<file path="src/rtl/prim_dom_and_seq.sv">
// prim_dom_and_seq
// -----------------------------------------------------------------------------
// Upstream sequencer for a non-pipelined 2-share DOM AND multiplier.
// It takes one masked operand pair per transaction and holds it in operand
// flops. It also buffers one word of fresh entropy. It then issues exactly one
// z_valid pulse per operation and captures the multiplier's output shares
// into an output register with a valid/ready handshake.
//
// Handshakes: a transfer happens on a rising clock edge where valid and ready
// are both high. Valid is never withdrawn by this block before it is
// accepted. Ready does not depend on valid in the same cycle.
//
// Optional feature macro: PRIM_DOM_SEQ_PRD_MIX_EN
//   When defined, dom_prd_i is captured at the HOLD capture edge into prd_q,
//   and dom_z_o becomes the entropy buffer XOR prd_q.
//
// Ports:
//   clk_i, rst_ni               clock, async active-low reset
//   clr_i                       synchronous flush (highest priority)
//   in_valid_i/in_ready_o       operand pair handshake
//   a0_i, a1_i, b0_i, b1_i      operand shares
//   ent_req_o/ent_ack_i/ent_i   entropy refill interface
//   dom_a0_o..dom_b1_o          multiplier operand shares
//   dom_z_o, dom_z_valid_o      multiplier randomness
//   dom_q0_i, dom_q1_i          multiplier output shares
//   dom_prd_i                   multiplier prd output (mix feature only)
//   out_valid_o/out_ready_i     result handshake
//   out_q0_o, out_q1_o          result shares
//   busy_o                      FSM is not IDLE
// -----------------------------------------------------------------------------
module prim_dom_and_seq #(
  parameter int DW = 64
) (
  input  logic          clk_i,
  input  logic          rst_ni,
  input  logic          clr_i,
  input  logic          in_valid_i,
  output logic          in_ready_o,
  input  logic [DW-1:0] a0_i,
  input  logic [DW-1:0] a1_i,
  input  logic [DW-1:0] b0_i,
  input  logic [DW-1:0] b1_i,
  output logic          ent_req_o,
  input  logic          ent_ack_i,
  input  logic [DW-1:0] ent_i,
  output logic [DW-1:0] dom_a0_o,
  output logic [DW-1:0] dom_a1_o,
  output logic [DW-1:0] dom_b0_o,
  output logic [DW-1:0] dom_b1_o,
  output logic [DW-1:0] dom_z_o,
  output logic          dom_z_valid_o,
  input  logic [DW-1:0] dom_q0_i,
  input  logic [DW-1:0] dom_q1_i,
  input  logic [DW-1:0] dom_prd_i,
  output logic          out_valid_o,
  input  logic          out_ready_i,
  output logic [DW-1:0] out_q0_o,
  output logic [DW-1:0] out_q1_o,
  output logic          busy_o
);

  typedef enum logic [1:0] {
    IDLE  = 2'd0,
    ISSUE = 2'd1,
    HOLD  = 2'd2,
    DONE  = 2'd3
  } state_e;

  state_e        state_q, state_d;
  logic          in_fire;
  logic          z_fire;
  logic          capture;

  logic [DW-1:0] a0_q, a1_q, b0_q, b1_q;
  logic [DW-1:0] ent_q;
  logic          ent_full_q;
  logic [DW-1:0] q0_q, q1_q;

  // ---------------------------------------------------------------------------
  // FSM
  // ---------------------------------------------------------------------------
  always_ff @(posedge clk_i or negedge rst_ni) begin
    if (!rst_ni) begin
      state_q <= IDLE;
    end else begin
      state_q <= state_d;
    end
  end

  always_comb begin
    state_d     = state_q;
    in_ready_o  = 1'b0;
    out_valid_o = 1'b0;
    z_fire      = 1'b0;
    capture     = 1'b0;
    unique case (state_q)
      IDLE: begin
        in_ready_o = 1'b1;
        if (in_valid_i) state_d = ISSUE;
      end
      ISSUE: begin
        // Wait here until a fresh word is buffered, so that each word
        // backs exactly one z_valid pulse.
        if (ent_full_q) begin
          z_fire  = 1'b1;
          state_d = HOLD;
        end
      end
      HOLD: begin
        // The multiplier's shares are settled in this cycle. They are
        // sampled at the edge that ends HOLD.
        capture = 1'b1;
        state_d = DONE;
      end
      DONE: begin
        out_valid_o = 1'b1;
        if (out_ready_i) state_d = IDLE;
      end
      default: state_d = IDLE;
    endcase
    if (clr_i) begin
      state_d = IDLE;
      z_fire  = 1'b0;
      capture = 1'b0;
    end
  end

  assign in_fire       = in_ready_o && in_valid_i && !clr_i;
  assign dom_z_valid_o = z_fire;
  assign busy_o        = (state_q != IDLE);

  // ---------------------------------------------------------------------------
  // Operand flops: change only on the input handshake. This keeps the
  // multiplier inputs stable from the z_valid cycle through the capture.
  // ---------------------------------------------------------------------------
  always_ff @(posedge clk_i or negedge rst_ni) begin
    if (!rst_ni) begin
      a0_q <= '0;
      a1_q <= '0;
      b0_q <= '0;
      b1_q <= '0;
    end else if (clr_i) begin
      a0_q <= '0;
      a1_q <= '0;
      b0_q <= '0;
      b1_q <= '0;
    end else if (in_fire) begin
      a0_q <= a0_i;
      a1_q <= a1_i;
      b0_q <= b0_i;
      b1_q <= b1_i;
    end
  end

  assign dom_a0_o = a0_q;
  assign dom_a1_o = a1_q;
  assign dom_b0_o = b0_q;
  assign dom_b1_o = b1_q;

  // ---------------------------------------------------------------------------
  // Entropy buffer. It refills independently of the FSM. A used word is wiped
  // together with the full flag so that it cannot be reused.
  // ---------------------------------------------------------------------------
  always_ff @(posedge clk_i or negedge rst_ni) begin
    if (!rst_ni) begin
      ent_q      <= '0;
      ent_full_q <= 1'b0;
    end else if (clr_i) begin
      ent_q      <= '0;
      ent_full_q <= 1'b0;
    end else if (z_fire) begin
      ent_q      <= '0;
      ent_full_q <= 1'b0;
    end else if (ent_ack_i && !ent_full_q) begin
      ent_q      <= ent_i;
      ent_full_q <= 1'b1;
    end
  end

  assign ent_req_o = !ent_full_q;

  // ---------------------------------------------------------------------------
  // Result register
  // ---------------------------------------------------------------------------
  always_ff @(posedge clk_i or negedge rst_ni) begin
    if (!rst_ni) begin
      q0_q <= '0;
      q1_q <= '0;
    end else if (clr_i) begin
      q0_q <= '0;
      q1_q <= '0;
    end else if (capture) begin
      q0_q <= dom_q0_i;
      q1_q <= dom_q1_i;
    end
  end

  assign out_q0_o = q0_q;
  assign out_q1_o = q1_q;

`ifdef PRIM_DOM_SEQ_PRD_MIX_EN
  // The previous operation's prd value is folded into the next z. This
  // stretches the external entropy across back-to-back operations.
  logic [DW-1:0] prd_q;

  always_ff @(posedge clk_i or negedge rst_ni) begin
    if (!rst_ni) begin
      prd_q <= '0;
    end else if (clr_i) begin
      prd_q <= '0;
    end else if (capture) begin
      prd_q <= dom_prd_i;
    end
  end

  assign dom_z_o = ent_q ^ prd_q;
`else
  logic unused_prd;
  assign unused_prd = ^dom_prd_i;
  assign dom_z_o    = ent_q;
`endif

endmodule

</file>
<file path="config.mk">
export PLATFORM = sky130hd
export DESIGN_NAME = prim_dom_and_seq
export DESIGN_NICKNAME = d
export VERILOG_FILES = /design/src/rtl/prim_dom_and_seq.sv
export SDC_FILE = /design/constraint.sdc
export NUM_CORES = 1
export LEC_CHECK = 0
export BUFFER_PORTS_ARGS = -buffer_cell sky130_fd_sc_hd__buf_2
export CORE_AREA = 2 2 376 378
export DETAILED_ROUTE_END_ITERATION = 7
export DIE_AREA = 0 0 378 380
export PLACE_DENSITY = 0.34
export SYNTH_ARGS = -nofsm -noshare
export SYNTH_HDL_FRONTEND = slang
export SYNTH_SLANG_ARGS = --single-unit
</file>
<file path="constraint.sdc">
create_clock -name clk_i -period 1.8 [get_ports clk_i]
set_input_delay 0.18 -clock clk_i [delete_from_list [all_inputs] [get_ports clk_i]]
set_output_delay 0.18 -clock clk_i [all_outputs]
set_load 0.02 [all_outputs]
</file>
==> summary.md, run 1 <==
| Metric | Value |
|---|---|
| Max Root-Sink Buffers | `3` |
| CTS tree | `done` |
| CP peak stage delay | `0.42 ns` |
| Largest net degree at the start of global routing | `just under 70` |
| Setup tns final | `0 ns` |
| Gate power share | `between 30% and 40%` |
| Final setup vio count | `0` |
| CTS Root Cell | `clkbuf_16` |
| Commonest cells after routing, fill and taps aside | `900 x buf_2, 451 x dlygate4sd3_1, 450 x dfrtp_1` |
| Max-slew violations | `0` |
| Leakage | `roughly 16 nW` |
| Sw Ratio | `34.6%` |
| Max-Cap Viols | `0` |
| Die W | `between 300 and 400 µm` |
| Layout Skew | `0.0171 ns` |
| Synthesized area | `16600 µm²` |
| Distinct cells, synth | `21` |
| # port buffers | `a little over 900` |
| Placed Cells | `3904` |
| Layout cell share with drive strength beyond 1 | `~43%` |
| Clk_lat worst skew | `~0.64 ns` |
| Total track usage | `11.9%` |
| Yosys warnings | `0` |
| Worst r2r src | `state_q[0]$_DFFE_PN0P_` |
| Crit path launch | `state_q[0]$_DFFE_PN0P_` |
| Int Pwr | `~0.024 W` |
| Net Sw Power | `about 0.013 W` |
| Hold Crit Class | `input port to asynchronous set/reset pin` |
| Total wire length | `around 90 mm` |
| Dpl ws | `-0.0250 ns` |
| Most used DFF post-synth | `dfrtp_1` |
| Family with the most delay on the worst path | `buffers and inverters` |
| CP bufs+invs | `5` |
| Worst-Margin Slew | `approximately 0.8 ns` |
| Area Growth Syn to Fin | `88.2%` |
| Post-Synthesis Cells | `between 1000 and 1500` |
| Type of the worst setup path | `flop to flop` |
| Io pins | `slightly below 1000` |
| Critical path, cell by cell | `inv_2 -> ha_4 -> buf_6 -> a21oi_4 -> buf_12 -> buf_16 -> buf_12 -> a22o_1` |
| Fillers | `roughly 15000` |
| Total grt overflow | `0` |
| Number of synthesized flops with an enable pin | `0` |
| Final worst path period need | `about 1.8 ns` |
| Core area | `approximately 140000 µm²` |
| Slew Limit Headroom | `between 40% and 50%` |
| Nets | `between 3000 and 4000` |
| Hold Violations, Final | `0` |
| Clock Pin Slew Worst Setup and Hold Paths | `about 0.060 ns` |
| Starting density of the core | `a little under an eighth` |
| FF/Latch Area | `about 11000 µm²` |
| ANT nets after route | `0` |
| Starting DRT DRC Count | `around 550` |
| Part of the power in registers | `35.3%` |
| CTS H-tree depth | `2` |
| Vias in the first global route | `around 17000` |
| Sequential share of the synthesized area | `between 60% and 70%` |
| Share of flip-flops with an asynchronous set or reset | `100%` |
| Clock Power Share | `33.8%` |
| Vias per cell | `around 3.4` |
| Commonest non-fill, non-tap cell in the layout | `buf_2` |
| Crit-path slowest cell | `dfrtp_2` |
| Final period util | `98.8%` |
| Maximum clock rate | `approximately 560 MHz` |
| Rows | `137` |
| Outcome | `complete, no violations` |
| Worst setup EP type | `flop` |
| Detailed placement HPWL | `around 68 mm` |
| Wire length per cell | `20.3 µm` |
| Peak supply drop | `a little under 0.0007 V` |
| Syn avg cell area | `~14 µm²` |
| First-pass GRT wire length | `between 100 and 150 mm` |
| Drt pass-1 iters | `4` |
| Top cell by count, worst path | `buf_12` |
| Fin util | `between 20% and 30%` |
| CTS Buf Count | `60` |
| Die Y | `between 300 and 400 µm` |
| Multi-input gate area | `approximately 4800 µm²` |
| Final WS setup | `roughly 0.022 ns` |
| Net count after synthesis | `~1700` |
| Initial antenna violation count | `26` |
| Die area | `between 100000 and 150000 µm²` |
| Max Fanout on Critical Path | `25` |
| RSZ-0062 raised after global routing | `true` |
| DR DRC count | `0` |
| Seq cells post-synth | `approximately 450` |
| Routability cong. | `~0.74` |
| CTS Sinks | `451` |
| Cell Pwr Density | `around 1200 nW/µm²` |
| Via count | `between 15000 and 20000` |
| Non-Filler Instances | `4504` |
| CP Launch Type | `flop` |
| Worst EP required | `2.38 ns` |
| Arr. time, crit path | `roughly 2.4 ns` |
## worst reg2reg max path, delay by kind of cell (launching register included)
kind | cells | cell delay [ns]
AOI/OAI and AO/OA | 2 | 0.35
adders and majority gates | 1 | 0.17
buffers and inverters | 5 | 0.78
DFF | 1 | 0.42
## kinds of logic (layout without fill, tap and decap cells)
kind of cell	after synthesis	after routing	synth area share, %
other	0	16	0
buffers and inverters	104	1565	3.29
multiplexers	130	130	7.86
adder cells (fa/ha/maj)	4	4	0.302
AND/OR/NAND/NOR	139	139	3.35
AO/OA/AOI/OAI	323	323	17.1
flip-flops	451	451	68.1
## final timing paths
| path | end | slack [ns] | depth (start not counted) |
|---|---|---|---|
| worst max-delay path | dom_b1_o[50]$_DFFE_PN0P_ | 0.02 | 8 |
| worst min-delay path | dom_b0_o[61]$_DFFE_PN0P_ | 0.04 | 2 |
| worst max register to register | dom_b1_o[50]$_DFFE_PN0P_ | 0.02 | 8 |
| worst min register to register | dom_a1_o[61]$_DFFE_PN0P_ | 0.50 | 1 |
| max in group asynchronous | out_q0_o[0]$_DFFE_PN0P_ | 1.01 | 4 |
| min in group clk_i | state_q[0]$_DFFE_PN0P_ | 0.14 | 4 |
## area by class of cell
cell class | instances | area share [%]
clock buffer | 87 | 5.69
timing repair buffer | 1452 | 34.1
clock inverter | 20 | 0.811
antenna | 16 | 0.128
multi-input combinational | 596 | 15.5
sequential | 451 | 36.2
inverter | 6 | 0.0803
tap | 1876 | 7.53
## per-stage QoR
step | hold slack, ns | power (W) | area [µm²]
after floorplan | -0.116 | 0.0180 | 16600
after global placement | 0.101 | 0.0233 | 23900
after detailed placement | 0.106 | 0.0232 | 23900
after CTS | 0.00220 | 0.0371 | 30600
after global routing | 0.0201 | 0.0387 | 31200
final | 0.0409 | 0.0367 | 31200
## registers in the layout, summed over array words and instances (netlist names)
register and flops:
state_q 2, out_q1_o 64, dom_a0_o 64, dom_a1_o 64, dom_b1_o 64, dom_z_o 64, dom_b0_o 64, out_q0_o 64
ent_full_q 1
## power groups by stage
stage / registers, W / logic, W / clock network [W]
6_report: 0.0129 / 0.0113 / 0.0124
5_1_grt: 0.0132 / 0.0121 / 0.0134
4_1_cts: 0.0129 / 0.0112 / 0.0130
3_5_place_dp: 0.0130 / 0.0102 / 0
3_3_place_gp: 0.0131 / 0.0102 / 0
2_1_floorplan: 0.0153 / 0.00278 / 0
## repair_timing
item,in CTS,in global routing
hold buffers,451,0
gates resized for setup,21,21
setup endpoints to repair,176,164
pin swaps,3,97
buffers inserted,3,12
cloned,0,12
endpoints found under the hold margin,900,0
## cells in the mapped netlist, types with 2 or more instances
cell type | instances | area share, %
dfrtp_1 | 451 | 68
buf_4 | 16 | 0.73
mux2i_1 | 129 | 7.8
buf_2 | 76 | 2.3
clkbuf_1 | 6 | 0.14
nand2b_1 | 2 | 0.076
ha_1 | 4 | 0.30
inv_2 | 2 | 0.045
a22o_1 | 320 | 17
inv_1 | 4 | 0.091
nor2_1 | 131 | 3.0
## per-layer routing
metal	share of wire (%)	up-vias	global-route usage, %
li1	-	7094	-
met2	50	584	21.1
met1	41	7459	14.1
met3	7.1	102	3.47
met5	0.16	-	0
met4	1.7	22	2.34
(Power assumes the default switching activity.)
==> run 2, diff against run 1 <==
Settings changed: PLACE_DENSITY 0.34 to 0.3.
Clock period 1.8 ns to 1.9 ns, I/O delays scaled along.
==> run 2 against run 1 <==
Clock-buffer cell count grew 2. Critical endpoint is now out_valid_o. Clock skew grew 0.0045 ns. Core utilization shrank 0.18 points. Via count grew 1.2%. Largest power group unchanged.
==> summary.md, run 2 (synthesis results as in run 1) <==
| Metric | Value |
|---|---|
| Critical path, cell by cell | `buf_6 -> ha_1 -> buf_2` |
| Final WS setup | `0.121 ns (+0.0997 ns)` |
| CTS tree | `done` |
| Int Pwr | `0.0229 W (-4.6%)` |
| Drt pass-1 iters | `6 (+2)` |
| Arr. time, crit path | `1.59 ns (-0.77 ns)` |
| # port buffers | `906 (unchanged)` |
| Crit-path slowest cell | `dfrtp_1` |
| Worst-Margin Slew | `0.461 ns (-0.319 ns)` |
| Clk_lat worst skew | `0.64 ns (about the same)` |
| CTS Buf Count | `60 (unchanged)` |
| Die area | `144000 µm² (unchanged)` |
| Initial antenna violation count | `31 (+19%)` |
| CTS Root Cell | `clkbuf_16` |
| Slew Limit Headroom | `69.3% (+21 points)` |
| Wire length per cell | `18.4 µm (-9.2%)` |
| Via count | `15400 (+1.2%)` |
| Die W | `378 µm (unchanged)` |
| Hold Violations, Final | `0 (unchanged)` |
| CTS H-tree depth | `2 (unchanged)` |
| Final setup vio count | `0 (unchanged)` |
| Type of the worst setup path | `flop to output port` |
| Max Fanout on Critical Path | `3 (-88%)` |
| Outcome | `complete, no violations` |
| Io pins | `971 (unchanged)` |
| Area Growth Syn to Fin | `86.7%` |
| Leakage | `15.6 nW (-0.37%)` |
| Total power | `0.0345 W (-6.0%)` |
| Max-slew violations | `0 (unchanged)` |
| Worst EP required | `1.71 ns (-0.67 ns)` |
| Die Y | `380 µm (unchanged)` |
| Placed Cells | `3923 (+0.49%)` |
| Nets | `3090 (+0.032%)` |
| Fillers | `15200 (+0.18%)` |
| Peak supply drop | `0.000659 V (-3.1%)` |
| Routability cong. | `0.762 (+3.2%)` |
| Layout cell share with drive strength beyond 1 | `42.8% (+0.18 points)` |
| Vias per cell | `3.43 (+1.1%)` |
| Total grt overflow | `0 (unchanged)` |
| Detailed placement HPWL | `64.3 mm (-5.1%)` |
| Worst setup EP type | `output port` |
| CP peak stage delay | `0.40 ns (-0.02 ns)` |
| FF/Latch Area | `11300 µm² (about the same)` |
| Hold slack final | `0.0621 ns (+0.0212 ns)` |
| Setup tns final | `0 ns (unchanged)` |
| First-pass GRT wire length | `119 mm (-4.4%)` |
| Total track usage | `11.2% (-0.71 points)` |
| Multi-input gate area | `4800 µm² (-0.47%)` |
| CP Launch Type | `flop` |
| Total wire length | `83.1 mm (-9.1%)` |
| Dpl ws | `-0.0705 ns (-0.0454 ns)` |
| Largest net degree at the start of global routing | `77 (+13%)` |
| Final period util | `93.6%` |
| Vias in the first global route | `17100 (+3.5%)` |
| Starting density of the core | `11.9% (unchanged)` |
| Clock Power Share | `35.4% (+1.6 points)` |
| Cell Pwr Density | `1120 nW/µm² (-5.2%)` |
| Maximum clock rate | `~560 MHz` |
| Clock Pin Slew Worst Setup and Hold Paths | `0.06 ns (about the same)` |
| Max Root-Sink Buffers | `3 (unchanged)` |
| Max-Cap Viols | `0 (unchanged)` |
| Commonest non-fill, non-tap cell in the layout | `buf_2` |
| Net Sw Power | `0.0116 W (-8.6%)` |
| CTS Sinks | `451 (unchanged)` |
| Core area | `139000 µm² (unchanged)` |
| Non-Filler Instances | `4508 (+0.089%)` |
| Gate power share | `29.0% (-1.9 points)` |
| Hold Crit Class | `input port to asynchronous set/reset pin` |
| Commonest cells after routing, fill and taps aside | `902 x buf_2, 453 x dlygate4sd3_1, 451 x dfrtp_1` |
| Final worst path period need | `1.78 ns` |
| DR DRC count | `0 (unchanged)` |
| Rows | `137 (unchanged)` |
| Part of the power in registers | `35.6% (+0.3 points)` |
| ANT nets after route | `0 (unchanged)` |
| Layout Skew | `0.0217 ns (+0.00453 ns)` |
| Starting DRT DRC Count | `472 (-13%)` |
| RSZ-0062 raised after global routing | `false` |
| Sw Ratio | `33.6% (-0.97 points)` |
[run 2: worst max-delay path, delay by kind of cell, from the launching register on]
family,cells,cell delay [ns]
adders and majority gates,1,0.21
buffers and inverters,2,0.34
DFF,1,0.40
[run 2: timing repair]
action | 4_1_cts | 5_1_grt
endpoints found under the setup margin | 183 | 119
gates resized for setup | 9 | 10
endpoints found under the hold margin | 702 | 0
gates cloned | 1 | 1
hold buffers | 453 | 0
setup buffers | 5 | 1
pin swaps | 2 | 1
[run 2: final timing paths]
path                       depth (start not counted)                startpoint  slack, ns                       end
setup / recovery                                   3    state_q[0]$_DFFE_PN0P_       0.12               out_valid_o
hold / removal                                     2                    rst_ni       0.06   dom_b1_o[2]$_DFFE_PN0P_
hold reg to reg                                    1  dom_a0_o[56]$_DFFE_PN0P_       0.50  dom_a0_o[56]$_DFFE_PN0P_
min in group clk_i                                 4                in_valid_i       0.15    state_q[0]$_DFFE_PN0P_
setup reg to reg                                   7    state_q[0]$_DFFE_PN0P_       0.13  dom_a1_o[34]$_DFFE_PN0P_
max in group asynchronous                          3                    rst_ni       0.79  dom_b1_o[20]$_DFFE_PN0P_
[run 2: cell type report]
type / count / share of cell area, %
diodes: 12 / 0.0971
repair buffers: 1453 / 33.3
multi-input cells: 596 / 15.5
clock buffers: 89 / 5.92
inverters: 6 / 0.0728
flip-flops and latches: 451 / 36.5
well taps: 1876 / 7.59
clock inverters: 25 / 1.06
[run 2: layer usage]
metal  routed length, µm  track usage [%]  vias to the layer above  share of wire (%)
met5                 241                0                        -               0.29
met4                3170             4.29                       34                3.8
met3                6810             3.74                      139                8.2
met2               41600             19.9                      604                 50
met1               31200             12.1                     7568                 38
li1                    -                -                     7095                  -
[run 2: power by group through the flow]
stage                     clock network, W  registers (W)  logic (W)
after detailed placement                 0         0.0124    0.00931
after global placement                   0         0.0124    0.00927
final                               0.0122         0.0123     0.0100
after CTS                           0.0128         0.0123     0.0103
after floorplan                          0         0.0144    0.00263
after global routing                0.0132         0.0125     0.0107
[run 2: metrics by stage]
step	util, %	cell area [µm²]
after floorplan	-	16600
after global placement	17.3	24000
final	22.2	30900
after global routing	22.2	30900
after CTS	22.2	30900
after detailed placement	17.3	24000
